<file path="src/rtl/tdm_pkg.sv">
// Shared TDM framing constants and state encoding, common to the receive
// demultiplexer and the transmit-side slot sequencer.
package tdm_pkg;

  localparam int unsigned NUM_SLOTS = 8;
  localparam int unsigned SLOT_W    = 3;

  typedef enum logic {
    HUNT = 1'b0,
    RUN  = 1'b1
  } state_e;

endpackage

</file>
<file path="src/rtl/tdm_slot_ctr.sv">
// Slot index counter: clear to 0, load to 1 on frame start, advance on beats,
// with a combinational flag marking the last slot of the frame.
module tdm_slot_ctr
  import tdm_pkg::*;
(
  input  logic              clk,
  input  logic              rst,
  input  logic              en,
  input  logic              load1,
  input  logic              clr,
  output logic [SLOT_W-1:0] slot,
  output logic              wrap_c
);

  logic [SLOT_W-1:0] slot_d, slot_q;

  always_comb begin
    slot_d = slot_q;
    if (clr) begin
      slot_d = '0;
    end else if (load1) begin
      slot_d = SLOT_W'(1);
    end else if (en) begin
      slot_d = slot_q + SLOT_W'(1);
    end
  end

  always_ff @(posedge clk) begin
    if (rst) begin
      slot_q <= '0;
    end else begin
      slot_q <= slot_d;
    end
  end

  assign slot   = slot_q;
  assign wrap_c = (slot_q == SLOT_W'(NUM_SLOTS - 1));

endmodule

</file>
<file path="src/rtl/tdm_demux8.sv">
// 8-slot TDM receive demultiplexer: frames a serial stream on its sync marker,
// reassembles each frame into a parallel word and tracks lock/framing errors.
module tdm_demux8
  import tdm_pkg::*;
#(
  parameter bit SYNC_CHECK = 1'b1
) (
  input  logic                 clk,
  input  logic                 rst,
  input  logic                 din,
  input  logic                 en,
  input  logic                 sync,
  output logic [NUM_SLOTS-1:0] q,
  output logic                 q_valid,
  output logic [SLOT_W-1:0]    slot,
  output logic                 locked,
  output logic                 err
);

  state_e               state_d, state_q;
  logic [NUM_SLOTS-1:0] shift_d, shift_q;
  logic [NUM_SLOTS-1:0] q_d, q_q;
  logic                 q_valid_d, q_valid_q;
  logic                 err_d, err_q;
  logic                 locked_d, locked_q;
  logic                 ctr_en, ctr_load1, ctr_clr;
  logic [SLOT_W-1:0]    slot_cur;
  logic                 last_slot_c;

  tdm_slot_ctr u_slot_ctr (
    .clk    (clk),
    .rst    (rst),
    .en     (ctr_en),
    .load1  (ctr_load1),
    .clr    (ctr_clr),
    .slot   (slot_cur),
    .wrap_c (last_slot_c)
  );

  // Frame start always clears the shift register so stale bits never reach q.
  always_comb begin
    state_d   = state_q;
    shift_d   = shift_q;
    q_d       = q_q;
    q_valid_d = 1'b0;
    err_d     = 1'b0;
    ctr_en    = 1'b0;
    ctr_load1 = 1'b0;
    ctr_clr   = 1'b0;

    if (en) begin
      unique case (state_q)
        HUNT: begin
          if (sync) begin
            shift_d   = NUM_SLOTS'(din);
            ctr_load1 = 1'b1;
            state_d   = RUN;
          end
        end
        RUN: begin
          if (sync) begin
            err_d     = (slot_cur != '0);
            shift_d   = NUM_SLOTS'(din);
            ctr_load1 = 1'b1;
          end else if (slot_cur == '0) begin
            if (SYNC_CHECK) begin
              err_d   = 1'b1;
              ctr_clr = 1'b1;
              state_d = HUNT;
            end else begin
              shift_d   = NUM_SLOTS'(din);
              ctr_load1 = 1'b1;
            end
          end else if (last_slot_c) begin
            q_d       = {din, shift_q[NUM_SLOTS-2:0]};
            q_valid_d = 1'b1;
            ctr_en    = 1'b1;
          end else begin
            shift_d[slot_cur] = din;
            ctr_en            = 1'b1;
          end
        end
        default: state_d = HUNT;
      endcase
    end

    locked_d = (state_d == RUN);
  end

  always_ff @(posedge clk) begin
    if (rst) begin
      state_q   <= HUNT;
      shift_q   <= '0;
      q_q       <= '0;
      q_valid_q <= 1'b0;
      err_q     <= 1'b0;
      locked_q  <= 1'b0;
    end else begin
      state_q   <= state_d;
      shift_q   <= shift_d;
      q_q       <= q_d;
      q_valid_q <= q_valid_d;
      err_q     <= err_d;
      locked_q  <= locked_d;
    end
  end

  assign q       = q_q;
  assign q_valid = q_valid_q;
  assign slot    = slot_cur;
  assign locked  = locked_q;
  assign err     = err_q;

endmodule

</file>
<file path="config.mk">
export PLATFORM = sky130hd
export DESIGN_NAME = tdm_demux8
export DESIGN_NICKNAME = d
export VERILOG_FILES = /design/src/rtl/tdm_pkg.sv /design/src/rtl/tdm_slot_ctr.sv /design/src/rtl/tdm_demux8.sv
export SDC_FILE = /design/constraint.sdc
export NUM_CORES = 1
export LEC_CHECK = 0
export CAP_MARGIN = 20
export CORE_MARGIN = 5
export CORE_UTILIZATION = 40
export DETAILED_ROUTE_END_ITERATION = 8
export DONT_BUFFER_PORTS = 1
export MAX_ROUTING_LAYER = met4
export SYNTH_ARGS = -nofsm -noshare
export SYNTH_HDL_FRONTEND = slang
export SYNTH_SLANG_ARGS = --single-unit
</file>
<file path="constraint.sdc">
create_clock -name clk -period 2.6 [get_ports clk]
set_input_delay 0.78 -clock clk [delete_from_list [all_inputs] [get_ports clk]]
set_output_delay 0.78 -clock clk [all_outputs]
set_load 0.005 [all_outputs]
</file>
[Word-level counts from Yosys, hierarchy flattened]
Cells that the tools add are included.
Cells by class
  muxes and demuxes: 24
  add/sub/neg operators: 1
  $lt $le $gt $ge: 2
  reductions and logical operators: 10
  bitwise operators: 4
  equality and inequality tests: 4
Operators by type and width (number)
  8-bit two-way mux: 4
  1-bit two-way mux: 16
  8-bit one-hot mux with 2 select lines: 1
  8-bit bitwise mux: 1
  3-bit != test, second input constant: 2
  3-bit OR reduction: 2
  5-bit AND reduction: 1
  5-bit OR reduction: 1
  3-bit by 4-bit < comparator with 1-bit output, second input constant: 1
  1-bit inverter: 4
  4-bit AND reduction: 1
  3-bit by 1-bit adder with 3-bit output, second input constant: 1
  1-bit demux with 3-bit select: 1
  3-bit == test, second input constant: 1
  3-bit by 1-bit greater-or-equal comparator with 1-bit output, second input constant: 1
  3-bit zero test: 1
  3-bit nonzero test: 1
  2-bit != test, second input constant: 1
  1-bit one-hot mux with 2 select lines: 1
  2-bit nonzero test: 1
  2-bit OR reduction: 1
  1-bit logical AND: 1
Word-level totals
  word-level logic and storage cells: 52
  bits in registers: 22
  output and inout port bits: 14

[Longest topological paths before layout]
  word-level depth: 9
  depth in mapped cells: 10
  mapped depth without buffers: 9

[Hierarchy]
From an unflattened synthesis, not the netlist that was laid out.
Second synthesis, totals
  cell total of the unflattened synthesis: 112
  area, all modules: 988.4 um^2
By module, submodules not included
  tdm_demux8: sequential area each 360.3 um^2, cells an instance 100, instances 1, area each 850.8 um^2
  tdm_slot_ctr: sequential area each 60.1 um^2, cells an instance 12, instances 1, area each 137.6 um^2

[Least setup slack after synthesis]
OpenSTA, ideal clock, no wires.
  kind: register -> register
  start: reg u_slot_ctr.slot_q[0] (netlist: u_slot_ctr.slot[0])
  end: reg q_q[0] (netlist: q[0])
  setup time: 0.070 ns
  data required time: 2.530 ns
  path slack: 0.621 ns
  stages on the path, launching flop included: 11
  arrival time: 1.909 ns
  cells stage by stage: dfxtp_1 clkbuf_1 inv_1 ha_1 nor2b_4 clkinv_2 ha_1 nand3_1 nor2_1 nand2_1 a21oi_1
On the way
  longest elaborated chain between the ends: 3
Ends and longest elaborated chain
  start: declaration: RTL line tdm_slot_ctr.sv:15  | logic [SLOT_W-1:0] slot_d, slot_q;
  start signal: assignment: RTL line tdm_slot_ctr.sv:32  | slot_q <= slot_d;
  3-bit zero test: RTL line tdm_demux8.sv:65  | end else if (slot_cur == '0) begin
  1-bit inverter (no source line)
  5-bit AND reduction (no source line) *
  end signal: assignment: RTL line tdm_demux8.sv:101  | q_q <= q_d;
  end: declaration: RTL line tdm_demux8.sv:22  | logic [NUM_SLOTS-1:0] q_d, q_q;
Every way passes the cells marked *; elsewhere a longest branch is shown, timed or not.
A chain may end at the register's enable or synchronous reset.

[Worst setup path in the final report]
  start: reg u_slot_ctr.slot_q[0] (netlist: u_slot_ctr.slot[0])
  end: reg q_q[4] (netlist: q[4])
Same word-level chain as after synthesis.

==> run_results.csv <==
group,metric,value,unit
status,status,"complete, no violations",
final_layout,area_growth,3.49,%
setup_path,crit_path_end_kind,"register",
power,p_per_area,501,nW/µm²
clocking,clk_pin_slew,0.11,ns
final_layout,layout-drive-gt1-share,0.0862,
route,ant_nets,0,
timing,finalCriticalPeriod,2.16,ns
global_route,grtUsageTotal,0.136,
power,leakage,0.389,nW
timing,fin_tns_setup,0,ns
route,drt_iter0_markers,14,
global_route,grt_pass1_vias,840,
synth,synth_top_area_cell,"dfxtp_1",
timing,maxSlewHeadroom,0.672,
timing,setup_violations,0,
clocking,numCtsBuffers,3,
timing,finalMaxSlewViolations,0,
power,internal-power,0.399,mW
global_route,overflow,0,
setup_path,ff2ff_path_depth,9,
timing,worstMarginPinSlew,0.492,ns
die,die_w,60.1,µm
timing,fmax,463,MHz
synth,avgSynthCellArea,8.58,µm²
die,ios,19,
die,rows,18,
synth,synth_nets,126,
place,place.gp.congestion,0.816,
synth,async_flop_share,0,
clocking,h-tree-depth,1,
clocking,holdBufCountCts,0,
synth,synth-edff-count,0,
clocking,clkSinkCount,21,
final_layout,final_cell_mix,"nand2_1, dfxtp_1, a21oi_1, nor2_1, inv_1",
synth,yosysTopAreaCellShare,0.419,
die,die_area,3610,µm²
die,die_h,60.1,µm
clocking,clk_latency,0.30,ns
final_layout,nets,126,
min_path,hold_path_depth,2,
route,dr.pass1.iters,4,
synth,yosysWarnings,0,
synth,synth_cells,117,
die,core_area,2430,µm²
synth,seq_area_frac_synth,0.419,
route,avgRoutedWirePerCell,14.0,µm
setup_path,cpPeakStageDelay,0.54,ns
synth,yosys_most_used_dff,"dfxtp_1",
place,dpl.cell_count,142,
setup_path,r2r_end,"q[4]$_SDFFE_PP0P_",
timing,rsz0062_at_grt,"false",
route,drc,0,
place,post-place-ws,0.291,ns
power,pwr-share-comb,0.065,
global_route,antenna_found_initial,0,
timing,fin_skew,0.00289,ns
setup_path,cp_slowest_cell,"dfxtp_1",
setup_path,r2r_start,"u_slot_ctr.slot[0]$_SDFFE_PP0P_",
power,swShare,0.234,
timing,holdWs,0.456,ns
min_path,hold_end,"q[6]$_SDFFE_PP0P_",
synth,netlist_area,1000,µm²
clocking,cts_tree,"done",
setup_path,cp_max_fo,10,
route,via_per_inst,5.54,
power,p_switching,0.122,mW
power,power,0.521,mW
power,ir_drop,0.286,mV
power,p_seq_frac,0.636,
setup_path,worstPathCellList,"inv_1 -> ha_1 -> nor2b_4 -> clkinv_2 -> ha_1 -> nand3_1 -> nor2_2 -> nand2_1 -> a21oi_1",
final_layout,finalNonFillerCells,146,
job,drv_cap,0,
power,clockPowerShare,0.299,
final_layout,n_antenna_cell,0,
synth,synthTopCellsByArea,"dfxtp_1, nand2_1, a21oi_1",
timing,period_share,0.831,
clocking,clockBufferDepth,2,
setup_path,worst_path_most_repeated_cell,"ha_1",
timing,final_hold_viol_count,0,
setup_path,startpoint,"u_slot_ctr.slot[0]$_SDFFE_PP0P_",
final_layout,layout_commonest_cell,"nand2_1",
route,vias,809,
place,dp_hpwl,1490,µm
global_route,grt_pass1_wl,3620,µm
setup_path,worstPathArrival,2.40,ns
min_path,min_from,"shift_q[6]$_SDFFE_PP0P_",
synth,synth_cell_types,33,
die,start_util,0.413,
timing,postLayoutSetupSlackWorst,0.439,ns
place,io_buffers,0,
min_path,hp-class,"reg -> reg",
setup_path,required,2.84,ns
route,route.final.wire_length,2050,µm
setup_path,start_kind,"register",
clocking,clockRootBuffer,"clkbuf_4",
setup_path,rrSetupSlack,0.44,ns
synth,ys_ff_latch,21,
setup_path,path_class,"reg -> reg",
global_route,grt_max_degree,13,
-- critical path: cells and delay by family (launching register included) --
family	cells	cell delay (ns)
DFF	1	0.54
buffers and inverters	2	0.23
AOI/OAI and AO/OA	1	0.13
and+or+nand+nor	4	0.76
adders and majority gates	2	0.42
-- layout make-up --
type / instances / area, µm²
Clock buffer: 4 / 26.3
Fill cell: 265 / 1390
Sequential cell: 21 / 420
Inverter: 8 / 31.3
Multi-Input combinational cell: 83 / 523
Tap cell: 30 / 37.5
-- metal layers --
| metal | GRT usage | vias up | part of all wire |
|---|---|---|---|
| li1 | - | 414 | - |
| met1 | 0.164 | 373 | 0.48 |
| met2 | 0.204 | 15 | 0.45 |
| met3 | 0.0324 | 7 | 0.043 |
| met4 | 0.0791 | 0 | 0.034 |
| met5 | - | - | 0 |
-- worst max path at each step --
| stage | to | cells past startpoint |
|---|---|---|
| 6_report | q[4]$_SDFFE_PP0P_ | 9 |
| 5_1_grt | q[1]$_SDFFE_PP0P_ | 9 |
| 4_1_cts | q[4]$_SDFFE_PP0P_ | 9 |
| 3_5_place_dp | q[7]$_SDFFE_PP0P_ | 9 |
| 3_3_place_gp | q[7]$_SDFFE_PP0P_ | 9 |
| 2_1_floorplan | q[0]$_SDFFE_PP0P_ | 10 |
-- Yosys cell counts, types with 2 or more instances --
master / count
clkbuf_1: 2
inv_1: 7
nand2_1: 22
a21oi_1: 14
o21ai_0: 4
ha_1: 4
nand2b_1: 2
dfxtp_1: 21
nor3b_1: 2
o31ai_1: 2
a32o_1: 2
mux2i_1: 2
nor2_1: 9
o311ai_0: 4
or3_1: 2
-- state kept, by name, indices dropped and copies added (netlist names) --
register         cells
q                    8
shift_q              7
u_slot_ctr.slot      3
err                  1
locked               1
q_valid              1
-- power groups by stage --
stage	combinational (mW)	clock, mW	sequential (mW)
after floorplan	0.0369	0	0.334
after global placement	0.0329	0	0.339
after detailed placement	0.0337	0	0.339
after CTS	0.0339	0.164	0.332
after global routing	0.0390	0.176	0.333
final	0.0338	0.156	0.331
-- metrics by stage --
stage                     area [µm²]  utilization
after floorplan                 1000            -
after global placement          1010        0.415
after detailed placement        1010        0.415
after CTS                       1040        0.426
after global routing            1040        0.427
final                           1040        0.427
-- timing repair --
| action | 4_1_cts | 5_1_grt |
|---|---|---|
| setup buffers | 0 | 0 |
| endpoints found under the setup margin | 0 | 3 |
| resized for setup | 0 | 1 |
-- logic make-up after synthesis --
group | after synthesis | share of synthesized area
buf+inv | 13 | 0.0623
flops | 21 | 0.419
simple gates | 46 | 0.234
mux | 2 | 0.0200
compound gates | 31 | 0.214
fa+ha+maj | 4 | 0.0499
No activity file was read; power rests on OpenSTA's default activity.
